## config.mk

```make
export PLATFORM = sky130hd
export DESIGN_NAME = sisc_ctrl_mc
export DESIGN_NICKNAME = d
export VERILOG_FILES = /design/src/rtl/sisc_ctrl_pkg.sv /design/src/rtl/sisc_ctrl_mc_wait_timer.sv /design/src/rtl/sisc_ctrl_mc.sv
export SDC_FILE = /design/constraint.sdc
export NUM_CORES = 1
export LEC_CHECK = 0
export CORE_AREA = 2 2 39 41
export DETAILED_ROUTE_END_ITERATION = 6
export DIE_AREA = 0 0 41 43
export PLACE_DENSITY = 0.78
export SLEW_MARGIN = 20
export SYNTH_ARGS = -nofsm -noshare
export SYNTH_HDL_FRONTEND = slang
export SYNTH_SLANG_ARGS = --single-unit
```

## constraint.sdc

```tcl
create_clock -name clk -period 3.6 [get_ports clk]
set_input_delay 0.36 -clock clk [delete_from_list [all_inputs] [get_ports clk]]
set_output_delay 0.36 -clock clk [all_outputs]
set_load 0.02 [all_outputs]
```

## src/rtl/sisc_ctrl_pkg.sv

```systemverilog
// sisc_ctrl_pkg: shared state, opcode, pc_sel and alu_op encodings for the
// SISC multi-cycle controller.
package sisc_ctrl_pkg;

  localparam int unsigned STATE_W = 3;
  typedef logic [STATE_W-1:0] state_t;

  localparam state_t ST_START0    = 3'd0;
  localparam state_t ST_START1    = 3'd1;
  localparam state_t ST_FETCH     = 3'd2;
  localparam state_t ST_DECODE    = 3'd3;
  localparam state_t ST_EXECUTE   = 3'd4;
  localparam state_t ST_MEM       = 3'd5;
  localparam state_t ST_WRITEBACK = 3'd6;
  localparam state_t ST_HALT      = 3'd7;

  localparam int unsigned OPC_NOOP   = 0;
  localparam int unsigned OPC_LOD    = 1;
  localparam int unsigned OPC_STR    = 2;
  localparam int unsigned OPC_SWP    = 3;
  localparam int unsigned OPC_BRA    = 4;
  localparam int unsigned OPC_BRR    = 5;
  localparam int unsigned OPC_BNE    = 6;
  localparam int unsigned OPC_BNR    = 7;
  localparam int unsigned OPC_ALU_OP = 8;
  localparam int unsigned OPC_HLT    = 15;

  localparam int unsigned PC_SEL_W = 2;
  localparam logic [PC_SEL_W-1:0] PC_SEL_INC = 2'd0;
  localparam logic [PC_SEL_W-1:0] PC_SEL_ABS = 2'd1;
  localparam logic [PC_SEL_W-1:0] PC_SEL_REL = 2'd2;

  localparam int unsigned ALU_OP_W    = 2;
  localparam int unsigned ALU_UPD_BIT = 1;
  localparam int unsigned ALU_IMM_BIT = 0;

endpackage

```

## src/rtl/sisc_ctrl_mc_wait_timer.sv

```systemverilog
// ctrl_wait_timer: clear/enable MEM wait counter with an expired flag.
// Only present when CTRL_MEM_WAIT_EN is defined.
`ifdef CTRL_MEM_WAIT_EN
module ctrl_wait_timer #(
  parameter int unsigned LIMIT = 16
) (
  input  logic clk,
  input  logic rst_f,
  input  logic clr,
  input  logic en,
  output logic expired
);

  localparam int unsigned CNT_W = $clog2(LIMIT + 1);

  logic [CNT_W-1:0] cnt;

  // Saturates at LIMIT so a long stall can never wrap back to zero.
  always_ff @(posedge clk or negedge rst_f) begin
    if (!rst_f) begin
      cnt <= '0;
    end else if (clr) begin
      cnt <= '0;
    end else if (en && (cnt != CNT_W'(LIMIT))) begin
      cnt <= cnt + CNT_W'(1);
    end
  end

  // High during the LIMIT-th cycle spent waiting.
  assign expired = (cnt >= CNT_W'(LIMIT - 1));

endmodule
`endif

```

## src/rtl/sisc_ctrl_mc.sv

```systemverilog
// sisc_ctrl_mc: SISC multi-cycle control FSM with branch evaluation and sticky HALT.
// Define CTRL_MEM_WAIT_EN to enable the MEM ready-wait, timeout and mem_err.
module sisc_ctrl_mc
  import sisc_ctrl_pkg::*;
#(
  parameter int unsigned OP_W        = 4,
  parameter int unsigned MM_W        = 4,
  parameter int unsigned IMM_MM      = 8,
  parameter int unsigned MEM_TIMEOUT = 16
) (
  input  logic                clk,
  input  logic                rst_f,
  input  logic [OP_W-1:0]     opcode,
  input  logic [MM_W-1:0]     mm,
  input  logic [MM_W-1:0]     stat,
  input  logic                mem_rdy,
  output logic                rf_we,
  output logic [ALU_OP_W-1:0] alu_op,
  output logic                wb_sel,
  output logic                ir_load,
  output logic                pc_write,
  output logic [PC_SEL_W-1:0] pc_sel,
  output logic                mem_rd,
  output logic                mem_wr,
  output logic                halted,
  output logic                mem_err
);

  state_t state;
  state_t state_nxt;

  logic is_lod, is_str, is_bra, is_brr, is_bne, is_bnr, is_alu, is_hlt;
  logic is_mem, mask_hit, br_taken, br_rel;
  logic mem_done, mem_fail;

  assign is_lod = (opcode == OP_W'(OPC_LOD));
  assign is_str = (opcode == OP_W'(OPC_STR));
  assign is_bra = (opcode == OP_W'(OPC_BRA));
  assign is_brr = (opcode == OP_W'(OPC_BRR));
  assign is_bne = (opcode == OP_W'(OPC_BNE));
  assign is_bnr = (opcode == OP_W'(OPC_BNR));
  assign is_alu = (opcode == OP_W'(OPC_ALU_OP));
  assign is_hlt = (opcode == OP_W'(OPC_HLT));
  assign is_mem = is_lod | is_str;

  // Branch condition: BRA/BRR on any masked flag set, BNE/BNR on none set.
  assign mask_hit = |(stat & mm);
  assign br_taken = ((is_bra | is_brr) & mask_hit) | ((is_bne | is_bnr) & ~mask_hit);
  assign br_rel   = is_brr | is_bnr;

`ifdef CTRL_MEM_WAIT_EN
  logic in_mem;
  logic expired;

  assign in_mem = (state == ST_MEM);

  ctrl_wait_timer #(
    .LIMIT (MEM_TIMEOUT)
  ) u_wait_timer (
    .clk     (clk),
    .rst_f   (rst_f),
    .clr     (~in_mem),
    .en      (in_mem),
    .expired (expired)
  );

  // mem_rdy takes priority over a timeout landing in the same cycle.
  assign mem_done = ~is_mem | mem_rdy;
  assign mem_fail = in_mem & is_mem & ~mem_rdy & expired;

  always_ff @(posedge clk or negedge rst_f) begin
    if (!rst_f) begin
      mem_err <= 1'b0;
    end else if (mem_fail) begin
      mem_err <= 1'b1;
    end
  end
`else
  logic unused_cfg;

  assign unused_cfg = mem_rdy ^ (MEM_TIMEOUT == 0);
  assign mem_done   = 1'b1;
  assign mem_fail   = 1'b0;
  assign mem_err    = 1'b0;
`endif

  // State register.
  always_ff @(posedge clk or negedge rst_f) begin
    if (!rst_f) begin
      state <= ST_START0;
    end else begin
      state <= state_nxt;
    end
  end

  // Next-state logic.
  always_comb begin
    state_nxt = state;
    case (state)
      ST_START0:    state_nxt = ST_START1;
      ST_START1:    state_nxt = ST_FETCH;
      ST_FETCH:     state_nxt = ST_DECODE;
      ST_DECODE:    state_nxt = is_hlt ? ST_HALT : ST_EXECUTE;
      ST_EXECUTE:   state_nxt = ST_MEM;
      ST_MEM: begin
        if (mem_fail) begin
          state_nxt = ST_HALT;
        end else if (mem_done) begin
          state_nxt = ST_WRITEBACK;
        end
      end
      ST_WRITEBACK: state_nxt = ST_FETCH;
      ST_HALT:      state_nxt = ST_HALT;
    endcase
  end

  // Strobe decode from the registered state and the current opcode.
  always_comb begin
    rf_we    = 1'b0;
    alu_op   = '0;
    wb_sel   = 1'b0;
    ir_load  = 1'b0;
    pc_write = 1'b0;
    pc_sel   = PC_SEL_INC;
    mem_rd   = 1'b0;
    mem_wr   = 1'b0;
    halted   = 1'b0;

    if (is_alu && ((state == ST_EXECUTE) || (state == ST_MEM) || (state == ST_WRITEBACK))) begin
      alu_op[ALU_UPD_BIT] = 1'b1;
      alu_op[ALU_IMM_BIT] = (mm == MM_W'(IMM_MM));
    end

    case (state)
      ST_FETCH: begin
        ir_load  = 1'b1;
        pc_write = 1'b1;
        pc_sel   = PC_SEL_INC;
      end
      ST_EXECUTE: begin
        if (br_taken) begin
          pc_write = 1'b1;
          pc_sel   = br_rel ? PC_SEL_REL : PC_SEL_ABS;
        end
      end
      ST_MEM: begin
        mem_rd = is_lod;
        mem_wr = is_str;
      end
      ST_WRITEBACK: begin
        rf_we  = is_alu | is_lod;
        wb_sel = is_lod;
      end
      ST_HALT: halted = 1'b1;
      default: ;
    endcase
  end

endmodule

```

# Word-level counts from Yosys, hierarchy flattened

Cells that the tools add are included.

Register bits after elaboration: 3
Input port bits: 15
Output and inout port bits: 12
Logic and storage cells: 46

Eq/ne operators: 16
Mux-type cells: 14
Bitwise gates (word level): 9
Reductions and logical operators: 6

Operator list:

| cell               | count |
|---|---|
| $pmux 3 s7         | 1 |
| $eq 4x3->1 const B | 4 |
| $eq 3x3->1 const B | 4 |
| $eq 4x4->1 const B | 3 |
| $mux 2             | 5 |
| $mux 1             | 7 |
| $eq 3x2->1 const B | 2 |
| $or 1x1->1         | 5 |
| $and 4x4->4        | 1 |
| $eq 4x1->1 const B | 1 |
| $eq 4x2->1 const B | 1 |
| $reduce_or 4->1    | 1 |
| $eq 3x1->1 const B | 1 |
| $logic_not 3->1    | 1 |
| $and 1x1->1        | 2 |
| $logic_or 1x1->1   | 2 |
| $pmux 1 s2         | 1 |
| $reduce_or 2->1    | 1 |
| $logic_and 1x1->1  | 1 |
| $not 1->1          | 1 |

# Logic depth before layout (Yosys ltp)

Depth after elaboration: 7
Depth in mapped cells: 4
Gate-level depth less buffers: 3

# Worst setup path after synthesis

No wires, ideal clock.

Path kind: input to output
Start point: input port mm[0]
End point: output port alu_op[0]
Arrival time: 1.615 ns
Data required time: 3.240 ns
Path slack: 1.625 ns
Cell stages on the path: 2
Path through: or4b_1 > nor4b_1

Cells in the longest elaborated chain, start to end: 2

Ends and longest elaborated chain:

| element     | line                | text |
|---|---|---|
| from (decl) | sisc_ctrl_mc.sv:14  | `input logic [MM_W-1:0] mm,` |
| $eq 4x4->1  | sisc_ctrl_mc.sv:131 | `alu_op[ALU_IMM_BIT] = (mm == MM_W'(IMM_MM));` |
| $mux 2      | sisc_ctrl_mc.sv:129 | `if (is_alu && ((state == ST_EXECUTE) \|\| (state == ST_MEM) \|\| (state == ST_WRITEBACK))) begin` |
| to (decl)   | sisc_ctrl_mc.sv:18  | `output logic [ALU_OP_W-1:0] alu_op,` |

No other way between the ends.

# Worst setup path after layout

Start point: input port opcode[2]
End point: output port pc_sel[1]

Cells in the longest elaborated chain, start to end: 6

Ends and longest elaborated chain:

| element                       | line                | text |
|---|---|---|
| from (decl)                   | sisc_ctrl_mc.sv:13  | `input logic [OP_W-1:0] opcode,` |
| $eq 4x3->1 (on tied branches) | n/a                 |  |
| $or 1x1->1                    | sisc_ctrl_mc.sv:48  | `assign br_taken = ((is_bra \| is_brr) & mask_hit) \| ((is_bne \| is_bnr) & ~mask_hit);` |
| $and 1x1->1                   | sisc_ctrl_mc.sv:48  |  |
| $or 1x1->1                    | sisc_ctrl_mc.sv:48  |  |
| $mux 2 *                      | sisc_ctrl_mc.sv:141 | `if (br_taken) begin` |
| $mux 2 *                      | sisc_ctrl_mc.sv:134 | `case (state)` |
| to (decl)                     | sisc_ctrl_mc.sv:22  | `output logic [PC_SEL_W-1:0] pc_sel,` |

Mark *: on every way between the ends. The rest lies on a longest branch, timed or not.

==> results.py <==
metrics = {
    "power_and_ir_drop": {
        "seq_power_share_pct": 30.2,
        "clkPwrFrac_pct": 19.0,
        "swShare_pct": 41.3,
        "power.internal_w": 0.000185,
        "power_density_nw_per_um2": 516,
        "finalPower_w": 0.000315,
        "peakVddDrop_mv": 0.326,
        "power_leakage_nw": 0.223,
        "switching_power_w": 0.000130,
        "combPwrFrac_pct": 50.8,
    },
    "yosys": {
        "syn_avg_cell_area_um2": 8.21,
        "synth_area_leaders": "dfrtp_1, nand3b_1, nor3b_1",
        "ys_warn_count": 0,
        "async_flop_share_pct": 100,
        "synthTopCellsByCount": "dfrtp_1, nand2_1, nand2b_1, nand3b_1, nor3b_1",
        "ys.flop_type": "dfrtp_1",
        "synth-edff-count": 0,
        "yosys_register_bits": 3,
        "yosys.area.top_type_share_pct": 21.3,
        "yosysSeqAreaShare_pct": 21.3,
        "synth_nets": 58,
        "synth_cells": 43,
        "synth.distinct_cells": 29,
        "synthesis.area_um2": 353,
        "yosysTopAreaCell": "dfrtp_1",
    },
    "floorplan": {
        "dieArea_um2": 1760,
        "dieHeight_um": 43,
        "die_w_um": 41,
        "num_rows": 14,
        "pin_count": 27,
        "start_util_pct": 25.5,
        "coreArea_um2": 1380,
    },
    "worst_setup_path": {
        "crit_arrival_ns": 2.48,
        "worst-path-buf-inv": 2,
        "setup.worst_path.end_class": "output port",
        "slowest_delay_ns": 0.62,
        "cpMostUsedCell": "clkdlybuf4s50_1",
        "critPathKind": "in -> out",
        "cp_cell_sequence": "clkdlybuf4s50_1, or3b_1, a2111o_1, a21oi_1, clkdlybuf4s50_1",
        "cpMaxStageDelayCell": "clkdlybuf4s50_1",
        "critPathMaxFanout": 7,
        "startpoint_type": "input pin",
        "required_ns": 3.24,
        "critPathTopFamily": "buffers and inverters",
    },
    "global_route": {
        "antenna_found_initial": 0,
        "grt_usage_pct": 13.1,
        "grt_overflow_total": 0,
        "use_met2_pct": 18.8,
        "grt_pass1_vias": 374,
        "grt_pass1_wl_um": 1590,
        "grt.busiest_layer": "met2",
        "grt_util_met1_pct": 16.3,
        "use_met3_pct": 2.62,
        "grt_max_degree": 11,
    },
    "layout": {
        "postLayoutCoreUtil_pct": 44.2,
        "antenna_cells": 0,
        "drive_above_1_share_pct": 8.96,
        "stdcell_count": 83,
        "nFillCells": 160,
        "syn_to_final_growth_pct": 73.4,
        "register_area_um2": 75.1,
        "nets": 83,
        "multi_input_area_um2": 250,
    },
    "drt": {
        "detail_route.vias_per_cell": 4.96,
        "firstDrtPassIters": 4,
        "via_count": 412,
        "drc": 0,
        "routedWlPerCell_um": 11.7,
        "antenna_left": 0,
        "routed_wl_um": 975,
        "drt-initial-drc-count": 2,
    },
    "min_path": {
        "worstHoldPathType": "in -> async",
    },
    "status": {
        "run_status": "completed",
    },
    "timing": {
        "period_needed_ns": 2.84,
        "drv_slew": 0,
        "finalSetupTns_ns": 0,
        "hold_viol": 0,
        "rsz0062_at_grt": "no",
        "layout_setup_ws_ns": 0.758,
        "period_share_pct": 78.9,
        "setup_violations": 0,
        "fmax_mhz": 352,
        "clock-skew-final_ns": 0.00359,
    },
    "clocking": {
        "postCtsHoldBufs": 0,
        "post_cts_buffers": 0,
        "cts_max_level": 1,
        "clk_latency_ns": 0.24,
        "clockRootBuffer": "clkbuf_4",
        "cts_buffers": 3,
        "clk_path_buf_depth": 2,
        "clk_pin_slew_ns": 0.04,
        "cts_tree": "built",
        "cts.repair.resized": 0,
        "cts_num_sinks": 3,
    },
    "placement": {
        "pre_cts_ws_ns": 0.771,
        "dp_hpwl_um": 725,
        "port-buffer-count": 24,
        "gp_congestion": 0.731,
        "dp_cells": 79,
    },
    "job": {
        "cap_violations": 0,
    },
}
[power by group through the flow]
stage                     logic, W  registers (W)  clock network, W
final                     0.000160      0.0000951         0.0000599
after floorplan           0.000146      0.0000552                 0
after CTS                 0.000161      0.0000940         0.0000638
after global placement    0.000159      0.0000921                 0
after global routing      0.000172       0.000101         0.0000638
after detailed placement  0.000159      0.0000937                 0
[layout make-up]
cell class | count | share of cell area (%)
Timing Repair Buffer | 24 | 39.3
Clock buffer | 4 | 4.29
Tap cell | 16 | 3.27
Sequential cell | 3 | 12.3
Multi-Input combinational cell | 36 | 40.9
[layout by cell type, fill, tap and decap left out, drive strengths merged, types with 2 or more instances in the layout]
cell type	n
a21oi	2
a22oi	2
clkbuf	4
clkdlybuf4s50	24
dfrtp	3
nand2	3
nand2b	4
nand3b	3
nor2	2
nor3b	3
nor4	2
[logic make-up after synthesis]
group	synth area share, %
compound gates	20.9
buf+inv	7.80
flops	21.3
other cells	1.06
simple gates	48.9
[worst paths after layout]
| check | startpoint | to | slack, ns | depth (start not counted) |
|---|---|---|---|---|
| max | opcode[2] | pc_sel[1] | 0.76 | 5 |
| min | rst_f | state[0]$_DFF_PN0_ | 0.31 | 1 |
| max reg2reg | flop | state[1]$_DFF_PN0_ | 2.49 | 3 |
| min reg2reg | flop | flop | 0.69 | 2 |
| max in group asynchronous | rst_f | state[1]$_DFF_PN0_ | 3.13 | 1 |
| min in group clk | flop | flop | 0.69 | 2 |
[worst reg2reg max path, delay by kind of cell, from the launching register on]
kind	cells	cell delay, ns
AO/OA/AOI/OAI	2	0.39
flip-flops	1	0.49
AND/OR/NAND/NOR	1	0.11
[routing by layer]
layer | vias up | wire (um)
li1 | 212 | -
met1 | 186 | 436
met2 | 14 | 462
met3 | 0 | 76
met4 | 0 | 0
met5 | - | 0
[through the flow]
step	hold WS, ns	instance area [um2]
after floorplan	0.0644	353
after global placement	0.548	586
after detailed placement	0.559	586
after CTS	0.303	612
after global routing	0.318	612
final	0.314	612
(Power assumes the default switching activity.)
